[src/rtl/ttt_game_ctrl.sv]
// ttt_game_ctrl: debounced keypad front end and tic-tac-toe game FSM with win/draw detection
module ttt_game_ctrl #(
   parameter int DB_CYCLES = 50000,
   parameter int DB_W      = 16
) (
   input  logic        clk,
   input  logic        rst,
   input  logic [11:0] key_data,
   output logic [2:0]  state,
   output logic        is_main,
   output logic [17:0] board,
   output logic        turn_o,
   output logic [1:0]  winner,
   output logic [8:0]  win_line,
   output logic        move_err
);
   typedef enum logic [2:0] {S_MAIN = 3'd0, S_PLAY = 3'd1, S_CHECK = 3'd2, S_WIN = 3'd3, S_DRAW = 3'd4} state_t;
   localparam logic [DB_W-1:0] CNT_MAX = DB_W'(DB_CYCLES - 1);
   // rows, columns, diagonals as cell masks
   localparam logic [71:0] LINES = {9'h007, 9'h038, 9'h1c0, 9'h049, 9'h092, 9'h124, 9'h111, 9'h054};

   logic [11:0]     sync_q, ks_q, cand_q, stable_q, prev_q;
   logic [DB_W-1:0] cnt_q;
   state_t          state_q;
   logic            is_main_q, turn_q, move_err_q;
   logic [17:0]     board_q, board_wr;
   logic [1:0]      winner_q, mark;
   logic [8:0]      win_line_q, occ, mine, line_hit;
   logic [3:0]      moves_q;
   logic            key_evt, start, to_main, place, occ_hit;

   always_ff @(posedge clk or negedge rst)
      if (!rst) begin
         sync_q   <= '0;
         ks_q     <= '0;
         cand_q   <= '0;
         stable_q <= '0;
         prev_q   <= '0;
         cnt_q    <= '0;
      end else begin
         sync_q <= key_data;
         ks_q   <= sync_q;
         prev_q <= stable_q;
         if (ks_q != cand_q) begin
            cand_q <= ks_q;
            cnt_q  <= '0;
         end else if (cnt_q != CNT_MAX) cnt_q <= cnt_q + DB_W'(1);
         if (cnt_q == CNT_MAX) stable_q <= cand_q;
      end

   // only a release-then-single-key transition counts as a press
   assign key_evt = (prev_q == '0) && $onehot(stable_q);

   always_comb begin
      mark     = turn_q ? 2'b10 : 2'b01;
      occ      = '0;
      mine     = '0;
      line_hit = '0;
      board_wr = board_q;
      for (int i = 0; i < 9; i++) begin
         occ[i]            = |board_q[2*i+:2];
         mine[i]           = board_q[2*i+:2] == mark;
         board_wr[2*i+:2]  = stable_q[i] ? mark : board_q[2*i+:2];
      end
      for (int j = 0; j < 8; j++)
         line_hit = ((mine & LINES[9*j+:9]) == LINES[9*j+:9]) ? (line_hit | LINES[9*j+:9]) : line_hit;
   end

   assign occ_hit = |(stable_q[8:0] & occ);
   assign start   = key_evt && ((state_q == S_MAIN && stable_q[0]) ||
                    ((state_q == S_WIN || state_q == S_DRAW) && stable_q[11]));
   assign to_main = key_evt && stable_q[9] && (state_q == S_PLAY || state_q == S_WIN || state_q == S_DRAW);
   assign place   = key_evt && state_q == S_PLAY && |stable_q[8:0] && !occ_hit;

   always_ff @(posedge clk or negedge rst)
      if (!rst) begin
         state_q    <= S_MAIN;
         is_main_q  <= 1'b1;
         board_q    <= '0;
         turn_q     <= 1'b0;
         winner_q   <= 2'b00;
         win_line_q <= '0;
         move_err_q <= 1'b0;
         moves_q    <= '0;
      end else begin
         move_err_q <= key_evt && state_q == S_PLAY && occ_hit;
         if (start) begin
            state_q    <= S_PLAY;
            is_main_q  <= 1'b0;
            board_q    <= '0;
            moves_q    <= '0;
            turn_q     <= 1'b0;
            winner_q   <= 2'b00;
            win_line_q <= '0;
         end else if (to_main) begin
            state_q    <= S_MAIN;
            is_main_q  <= 1'b1;
            win_line_q <= '0;
         end else
            case (state_q)
               S_PLAY:
                  if (place) begin
                     board_q <= board_wr;
                     moves_q <= moves_q + 4'd1;
                     state_q <= S_CHECK;
                  end
               S_CHECK:
                  if (|line_hit) begin
                     state_q    <= S_WIN;
                     winner_q   <= mark;
                     win_line_q <= line_hit;
                  end else if (moves_q == 4'd9) begin
                     state_q  <= S_DRAW;
                     winner_q <= 2'b11;
                  end else begin
                     turn_q  <= ~turn_q;
                     state_q <= S_PLAY;
                  end
               default: ;
            endcase
      end

   assign state    = state_q;
   assign is_main  = is_main_q;
   assign board    = board_q;
   assign turn_o   = turn_q;
   assign winner   = winner_q;
   assign win_line = win_line_q;
   assign move_err = move_err_q;
endmodule
[config.mk]
export PLATFORM = sky130hd
export DESIGN_NAME = ttt_game_ctrl
export DESIGN_NICKNAME = d
export VERILOG_FILES = /design/src/rtl/ttt_game_ctrl.sv
export SDC_FILE = /design/constraint.sdc
export NUM_CORES = 1
export LEC_CHECK = 0
export BUFFER_PORTS_ARGS = -buffer_cell sky130_fd_sc_hd__buf_2
export CAP_MARGIN = 10
export CORE_ASPECT_RATIO = 0.9
export CORE_MARGIN = 2
export CORE_UTILIZATION = 36
export CTS_CLUSTER_DIAMETER = 80
export DETAILED_ROUTE_END_ITERATION = 12
export PLACE_DENSITY = 0.63
export SLEW_MARGIN = 20
export SYNTH_ARGS = -nofsm -noshare
export SYNTH_HDL_FRONTEND = slang
export SYNTH_SLANG_ARGS = --single-unit
export TNS_END_PERCENT = 5
[constraint.sdc]
create_clock -name clk -period 13.2 [get_ports clk]
set_clock_uncertainty 0.15 [all_clocks]
set_input_delay 1.98 -clock clk [delete_from_list [all_inputs] [get_ports clk]]
set_output_delay 1.98 -clock clk [all_outputs]
set_load 0.05 [all_outputs]
==> results of run 1 <==
-- layout make-up --
type	count	area, um2
Multi-Input combinational cell	285	1990
Tap cell	172	215
Fill cell	1287	7850
Inverter	26	97.6
Timing Repair Buffer	51	265
Sequential cell	115	2880
Clock buffer	21	450
Clock inverter	11	105
-- stage by stage --
step                total power [uW]  cell area [um2]  hold WS (ns)  cells
finish                           799             6000         0.195    681
global route                     826             6000         0.200    681
CTS                              807             6000         0.197    681
detailed placement               380             5450         0.185    649
global placement                 380             5450         0.182    649
floorplan                        371             5050         0.181    448
-- worst register-to-register path: cells and delay by family (launching register included) --
family | cells | cell delay, ns
adders and majority gates | 6 | 2.64
and+or+nand+nor | 4 | 1.31
AOI/OAI and AO/OA | 2 | 0.49
DFF | 1 | 0.46
buffers and inverters | 3 | 0.19
-- routing by layer --
layer	part of all wire [%]	routed length, um
met4	1.7	186
met1	47	5090
met3	4.5	480
met5	0	0
met2	46	5000
-- power breakdown --
group / internal [uW] / switching [uW] / leakage, uW / total, uW
clock: 264 / 162 / 0.000260 / 426
sequential: 359 / 3.13 / 0.00152 / 362
combinational: 3.27 / 8.03 / 0.00101 / 11.3
total: 626 / 173 / 0.00279 / 799
-- flip-flops by register name, indices dropped and copies added (netlist names), 9 cells and up --
name,cells
ks_q,12
sync_q,12
stable_q,12
win_line,9
board,18
prev_q,12
cand_q,12
cnt_q,16
-- cells by family (layout without fill, tap and decap cells) --
kind of cell,after synthesis,in the layout,synth area share [%]
AND/OR/NAND/NOR,150,150,16.0
flip-flops,115,115,57.0
AO/OA/AOI/OAI,85,85,12.1
buffers and inverters,48,109,3.71
XOR/XNOR,25,25,4.33
adder cells (fa/ha/maj),15,15,4.75
multiplexers,10,10,2.13
-- cells in the final DEF, fill, tap and decap left out, types with 5 or more instances in the layout --
cell type  count
a21oi_1        5
a22o_1        19
buf_2         47
clkbuf_16     17
dfrtp_1      114
fa_1           7
ha_1           8
inv_1         25
mux2_2         6
nand2_1       47
nand2b_1      13
nand3_1       11
nand3b_1       6
nand4_1        6
nor2_1        26
nor4_1         8
o21ai_0       28
o21ai_1        7
o22ai_1        5
xnor2_1        6
xor2_1        19
-- path summary, 6_finish.rpt --
path,from,end,cells past startpoint
worst max register to register,stable_q[0],board[17],15
worst max-delay path,stable_q[0],board[17],15
max in group asynchronous,rst,sync_q[8],2
worst min register to register,sync_q[2],ks_q[2],0
worst min-delay path,sync_q[2],ks_q[2],0
min in group asynchronous,rst,board[16],1
==> flow_summary.yaml, run 1 <==
critical_path:
  crit_path_start_kind: "flop"
  critPathCaptureType: "flop"
  critPathBufInv: 3
  cpPeakStageDelay_ns: 0.52
  cp_cell_sequence: "fa_1 > fa_1 > inv_1 > fa_1 > fa_1 > inv_1 > ha_1 > inv_1 > fa_1 > nor4b_1 > nand4_1 > a21oi_2 > nand4b_1 > nor2_2 > a22o_1"
  cp_max_fo: 11
  critPathTopFamily: "adder cells"
  r2r_slack_ns: 7.89
  crit_path_top_delay_cell: "fa_1"
  cp.required_ns: 13.39
  critical_path_class: "reg2reg"
  cp_data_arrival_time_ns: 5.50
  crit_top_cell: "fa_1"
placed_design:
  pre_cts_slack_ns: 8.02
  dp_hpwl_mm: 7.52
  gp_congestion: 0.817
  port-buffer-count: 48
route:
  dr.pass1.iters: 4
  ant_nets: 0
  drcViolationCount: 0
  num_vias: 3570
  via_per_inst: 5.24
  drtIter0Drc: 240
  wl_mm: 10.8
  wl_per_cell_um: 15.8
synth:
  ys_top_cells_by_area: "dfrtp_1 56%, nand2_1 3.5%, a22o_1 3.3%"
  seq_area_frac_synth_pct: 57.0
  yosys_warnings: 0
  async_flop_share_pct: 100
  synth_top_cell_area_share_pct: 56.4
  synth.net_count: 477
  postSynthCellCount: 448
  yosysTopAreaCell: "dfrtp_1"
  yosysUniqueCellTypes: 55
  syn_area_mm2: 0.00505
  post-synth-top-count-cell: "dfrtp_1"
  synth_common_cells: "114 x dfrtp_1, 47 x nand2_1, 28 x o21ai_0"
  avgSynthCellArea_um2: 11.3
  synth-seq-cells: 115
  synth_edf_count: 0
  synth_ff_type: "dfrtp_1"
clock_tree:
  cts-root-buf: "clkbuf_16"
  cts_tree: "yes"
  post-cts-setup-buffers: 0
  clock_path_buffers: 2
  path_clk_slew_ns: 0.05
  cts_resized: 0
  numCtsBuffers: 17
  hold_buffers: 0
  insertion_delay_ns: 0.41
  htreeDepth: 4
  numClockSinks: 115
sta:
  fin_crit_sh_pct: 40.2
  hold_viol_final: 0
  setup_tns_ns: 0
  final_max_slew_viol_count: 0
  worstMarginPinSlew_ns: 0.913
  fmax_mhz: 188
  max_slew_margin_pct: 39.2
  setup_viol: 0
  post-route-min-period_ns: 5.31
  rsz0062_at_grt: "no"
  fin_ws_ns: 7.89
hold_path:
  hp-class: "reg2reg"
cells_and_area:
  areaGrowthSynthToFinish_pct: 18.7
  final_layout_size_suffix_gt1_share_pct: 20.0
  diodes: 0
  utilization_pct: 43.3
  nNetsFinal: 525
power_and_ir_drop:
  p_per_area_mw_per_mm2: 133
  peakVddDrop_v: 0.0000932
  power_leakage_uw: 0.00279
global_route:
  grt.overflow.total: 0
  grtUsageTotal_pct: 15.6
  grt_use_met3_pct: 4.21
  grt_pass1_wl_mm: 18.0
  met2_usage_pct: 24.0
  grt.met1_usage_pct: 20.9
  antenna_found_initial: 0
  grt_pass1_vias: 3619
  grt_max_degree: 78
  busiest_layer: "met2"
floorplan:
  die_h_um: 116
  die_w_um: 129
  num_rows: 41
  coreArea_mm2: 0.0139
  die-area_mm2: 0.0150
  io_pins: 49
  initial_core_util_pct: 36.5
job:
  drv_cap: 0
status:
  outcome: "completed"
No activity file was read; power rests on OpenSTA's default activity.
==> inputs of run 2 (changes only) <==
--- a/config.mk
+++ b/config.mk
@@ -12,7 +12,7 @@
 export CORE_UTILIZATION = 36
 export CTS_CLUSTER_DIAMETER = 80
 export DETAILED_ROUTE_END_ITERATION = 12
-export PLACE_DENSITY = 0.63
+export PLACE_DENSITY = 0.65
 export SLEW_MARGIN = 20
 export SYNTH_ARGS = -nofsm -noshare
 export SYNTH_HDL_FRONTEND = slang
==> constraint.sdc (replaced) <==
create_clock -name clk -period 4.3 [get_ports clk]
set_clock_uncertainty 0.15 [all_clocks]
set_input_delay 0.645 -clock clk [delete_from_list [all_inputs] [get_ports clk]]
set_output_delay 0.645 -clock clk [all_outputs]
set_load 0.05 [all_outputs]
==> flow_summary.yaml, run 2 (same netlist as run 1, synthesis figures left out) <==
power_and_ir_drop:
  switching_share_pct: 22.9
  peakVddDrop_v: 0.000476
  power_leakage_uw: 0.00292
  clockPowerShare_pct: 55.6
  p_per_area_mw_per_mm2: 416
  switchingPower_uw: 590
  seq_power_share_pct: 43.0
  intPower_uw: 1990
  p_comb_share_pct: 1.4
route:
  drcViolationCount: 0
  dr.pass1.iters: 4
  wl_mm: 10.6
  ant_nets: 0
  wl_per_cell_um: 15.3
  num_vias: 3576
  drtIter0Drc: 187
  via_per_inst: 5.15
cells_and_area:
  nNetsFinal: 539
  final_common_cell: "dfrtp_1"
  diodes: 0
  final_cell_area_mm2: 0.00621
  final_cell_mix: "114 x dfrtp_1, 47 x nand2_1, 47 x buf_2, 26 x nor2_1"
  final_layout_size_suffix_gt1_share_pct: 23.9
  areaGrowthSynthToFinish_pct: 22.9
  largest_reg_flops: 18
  utilization_pct: 44.9
sta:
  fmax_mhz: 218
  final_max_slew_viol_count: 0
  hold_viol_final: 0
  post-route-min-period_ns: 4.59
  fin_ws_ns: -0.294
  rsz0062_at_grt: "yes"
  setup_tns_ns: -7.71
  worstMarginPinSlew_ns: 0.910
  max_slew_margin_pct: 39.3
  fin_crit_sh_pct: 107
  setup_viol: 38
floorplan:
  die_w_um: 129
  io_pins: 49
  initial_core_util_pct: 36.5
  die-area_mm2: 0.0150
  coreArea_mm2: 0.0139
  num_rows: 41
  die_h_um: 116
global_route:
  grt_max_degree: 74
  grt.overflow.total: 0
  grtUsageTotal_pct: 15.4
  antenna_found_initial: 0
  grt_pass1_wl_mm: 17.8
  grt_pass1_vias: 3683
critical_path:
  critPathCaptureType: "flop"
  cp_data_arrival_time_ns: 4.78
  cp_max_fo: 8
  cp.required_ns: 4.49
  critical_path_class: "reg2reg"
  crit_path_start_kind: "flop"
clock_tree:
  htreeDepth: 4
  numCtsBuffers: 17
  cts_tree: "yes"
  path_clk_slew_ns: 0.06
  hold_buffers: 0
  numClockSinks: 115
  clock_path_buffers: 2
  cts-root-buf: "clkbuf_16"
  insertion_delay_ns: 0.41
placed_design:
  post_dp_cell_area_mm2: 0.00554
  dp_hpwl_mm: 7.69
  gp_congestion: 0.846
  port-buffer-count: 48
hold_path:
  hp-class: "in2reg"
job:
  drv_cap: 0
status:
  outcome: "finished, violations left"
  failed_checks: "setup timing"
run 2: power by group through the flow:
stage / Combinational, uW / Clock (uW) / Sequential (uW)
floorplan: 10.8 / 0 / 1130
global placement: 37.5 / 0 / 1130
detailed placement: 38.7 / 0 / 1130
CTS: 39.2 / 1460 / 1110
global route: 43.3 / 1510 / 1110
finish: 36.4 / 1440 / 1110
run 2: final timing paths:
check,startpoint,endpoint,slack (ns),depth (start not counted)
setup reg to reg,stable_q[9],board[16],-0.29,16
hold / removal,key_data[5],sync_q[5],0.19,1
max in group asynchronous,rst,is_main,2.87,2
min in group asynchronous,rst,board[11],0.20,1
hold reg to reg,sync_q[2],ks_q[2],0.19,0
setup / recovery,stable_q[9],board[16],-0.29,16
run 2: metrics by stage:
step	hold slack [ns]	total power, uW	worst slack [ns]	std cells
after floorplan	0.181	1140	-0.184	448
after global routing	0.159	2670	-0.509	695
after global placement	0.184	1170	-0.193	661
after detailed placement	0.186	1170	-0.351	661
final	0.187	2580	-0.294	695
after CTS	0.168	2610	-0.299	694
run 2: critical path, stage by stage (launching register included):
cell and delay (ns):
dfrtp_1 0.40, fa_1 0.51, fa_1 0.51, inv_1 0.05, fa_1 0.50, fa_1 0.42
inv_1 0.07, ha_2 0.18, inv_2 0.04, fa_1 0.47, nor4b_4 0.18, nand4_1 0.13
a21oi_2 0.16, nand4b_1 0.20, buf_6 0.20, nor2_4 0.19, a22o_1 0.17
run 2: final cells by class:
class	instances	area, um2
fillers	1286	7640
flip-flops and latches	115	2880
multi-input cells	285	2020
clock buffers	17	425
repair buffers	65	385
well taps	172	215
clock inverters	15	183
inverters	26	100
run 2: timing repair:
item                                    in CTS  in global routing
resized for setup                           13                  6
endpoints found under the setup margin      38                 39
pin swaps                                    5                 10
buffers inserted                             0                  1
cloned                                       1                  0
endpoints found under the hold margin        0                  0
run 2: layer usage:
metal | vias to the layer above | share of wire, % | track usage (%)
met1 | 1787 | 46 | 19.5
met5 | - | 0 | 0
li1 | 1687 | - | -
met4 | 0 | 1.2 | 5.80
met3 | 12 | 4.7 | 4.31
met2 | 90 | 48 | 25.3
==> inputs of run 3 (changes only) <==
--- a/config.mk
+++ b/config.mk
@@ -8,7 +8,6 @@
 export BUFFER_PORTS_ARGS = -buffer_cell sky130_fd_sc_hd__buf_2
 export CAP_MARGIN = 10
 export CORE_ASPECT_RATIO = 0.9
-export CORE_MARGIN = 2
 export CORE_UTILIZATION = 36
 export CTS_CLUSTER_DIAMETER = 80
 export DETAILED_ROUTE_END_ITERATION = 12
==> flow_summary.yaml, run 3 (same netlist as run 1, synthesis figures left out) <==
status:
  outcome: "finished, violations left"
  failed_checks: "setup timing"
sta:
  max_slew_margin_pct: 40.7
  post-route-min-period_ns: 4.78
  setup_viol: 39
  fmax_mhz: 209
  fin_ws_ns: -0.481
  fin_crit_sh_pct: 111
  final_max_slew_viol_count: 0
  rsz0062_at_grt: "yes"
  worstMarginPinSlew_ns: 0.890
  hold_viol_final: 0
critical_path:
  crit_top_cell: "fa_1"
  critical_path_class: "reg2reg"
  cp_cell_sequence: "fa_1 > fa_1 > inv_1 > fa_1 > fa_1 > inv_1 > ha_2 > inv_1 > fa_1 > nor4b_2 > nand4_1 > a21oi_4 > nand4b_1 > buf_6 > nor2_2 > buf_6 > a22o_1"
  critPathBufInv: 5
  crit_path_start_kind: "flop"
  cp.required_ns: 4.50
  cpPeakStageDelay_ns: 0.51
  cp_max_fo: 9
  critPathTopFamily: "adder cells"
  crit_path_top_delay_cell: "fa_1"
  cp_data_arrival_time_ns: 4.98
  critPathCaptureType: "flop"
hold_path:
  hp-class: "in2reg"
placed_design:
  dp_hpwl_mm: 7.84
  pre_cts_slack_ns: -0.538
  gp_congestion: 0.856
  port-buffer-count: 48
  dp_cells: 657
global_route:
  grt.overflow.total: 0
  grt_max_degree: 74
  grtUsageTotal_pct: 17.1
  antenna_found_initial: 0
  grt_pass1_wl_mm: 18.8
  grt_pass1_vias: 3748
route:
  wl_mm: 11.1
  drcViolationCount: 0
  drtIter0Drc: 231
  num_vias: 3656
  via_per_inst: 5.28
  dr.pass1.iters: 4
  wl_per_cell_um: 16.0
  ant_nets: 0
floorplan:
  num_rows: 40
  die_h_um: 114
  coreArea_mm2: 0.0135
  initial_core_util_pct: 37.4
  die_w_um: 127
  die-area_mm2: 0.0145
  io_pins: 49
cells_and_area:
  areaGrowthSynthToFinish_pct: 21.9
  utilization_pct: 45.6
  final_common_cell: "dfrtp_1"
  fin_cells: 692
  largest_reg_flops: 18
  fillers: 1246
  final_cell_mix: "114 x dfrtp_1, 47 x nand2_1, 47 x buf_2, 28 x o21ai_0, 26 x nor2_1"
  final_layout_size_suffix_gt1_share_pct: 23.5
  nNetsFinal: 540
  diodes: 0
clock_tree:
  cts_tree: "yes"
  htreeDepth: 4
  cts-root-buf: "clkbuf_16"
  path_clk_slew_ns: 0.06
  numClockSinks: 115
  insertion_delay_ns: 0.42
  clock_path_buffers: 2
  numCtsBuffers: 17
  hold_buffers: 0
job:
  drv_cap: 0
power_and_ir_drop:
  p_per_area_mw_per_mm2: 407
  total_power_uw: 2510
  peakVddDrop_v: 0.000311
  power_leakage_uw: 0.00290
## run 3: what timing repair did
item | 4_1_cts | 5_1_grt
setup endpoints to repair | 39 | 39
gates resized for setup | 6 | 1
pin swaps | 7 | 2
gates cloned | 0 | 0
buffers inserted | 3 | 0
## run 3: through the flow
stage                     area [um2]  setup TNS [ns]  hold slack [ns]
after floorplan                 5060           -2.59            0.181
after global placement          5540           -6.79            0.183
after detailed placement        5540          -14.74            0.185
after CTS                       6150          -13.18            0.166
after global routing            6160          -23.63            0.170
final                           6160          -15.58            0.181
## run 3: report_power, final
group / leakage [uW] / internal, uW / switching, uW / total [uW]
Combinational: 0.00109 / 10.6 / 25.3 / 35.9
Sequential: 0.00152 / 1100 / 9.38 / 1110
Clock: 0.000284 / 826 / 540 / 1370
## run 3: cell type report
type / count / area, um2 / area share (%)
Timing Repair Buffer: 66 / 385 / 6.25
Clock inverter: 14 / 139 / 2.25
Clock buffer: 18 / 439 / 7.13
Tap cell: 168 / 210 / 3.41
Inverter: 26 / 100 / 1.62
Multi-Input combinational cell: 285 / 2010 / 32.6
Sequential cell: 115 / 2880 / 46.7
## run 3: path summary, 6_finish.rpt
kind / startpoint / to / slack (ns) / cells past startpoint
min in group asynchronous: rst / board[7] / 0.22 / 1
setup / recovery: stable_q[3] / board[3] / -0.48 / 17
hold / removal: key_data[10] / sync_q[10] / 0.18 / 1
max in group asynchronous: rst / ks_q[7] / 2.92 / 2
setup reg to reg: stable_q[3] / board[3] / -0.48 / 17
hold reg to reg: sync_q[6] / ks_q[6] / 0.20 / 0
## run 3: worst reg2reg max path: cells and delay by family (launching register included)
| family | cells | cell delay (ns) |
|---|---|---|
| and+or+nand+nor | 4 | 0.69 |
| buffers and inverters | 5 | 0.52 |
| adders and majority gates | 6 | 2.61 |
| AOI/OAI and AO/OA | 2 | 0.37 |
| DFF | 1 | 0.41 |
## run 3: routing by layer
layer	global-route usage [%]	vias up	share of wire (%)
met3	3.27	28	3.8
li1	-	1696	-
met1	21.4	1840	46
met5	0	-	0
met2	27.9	92	48
met4	9.68	0	2.4
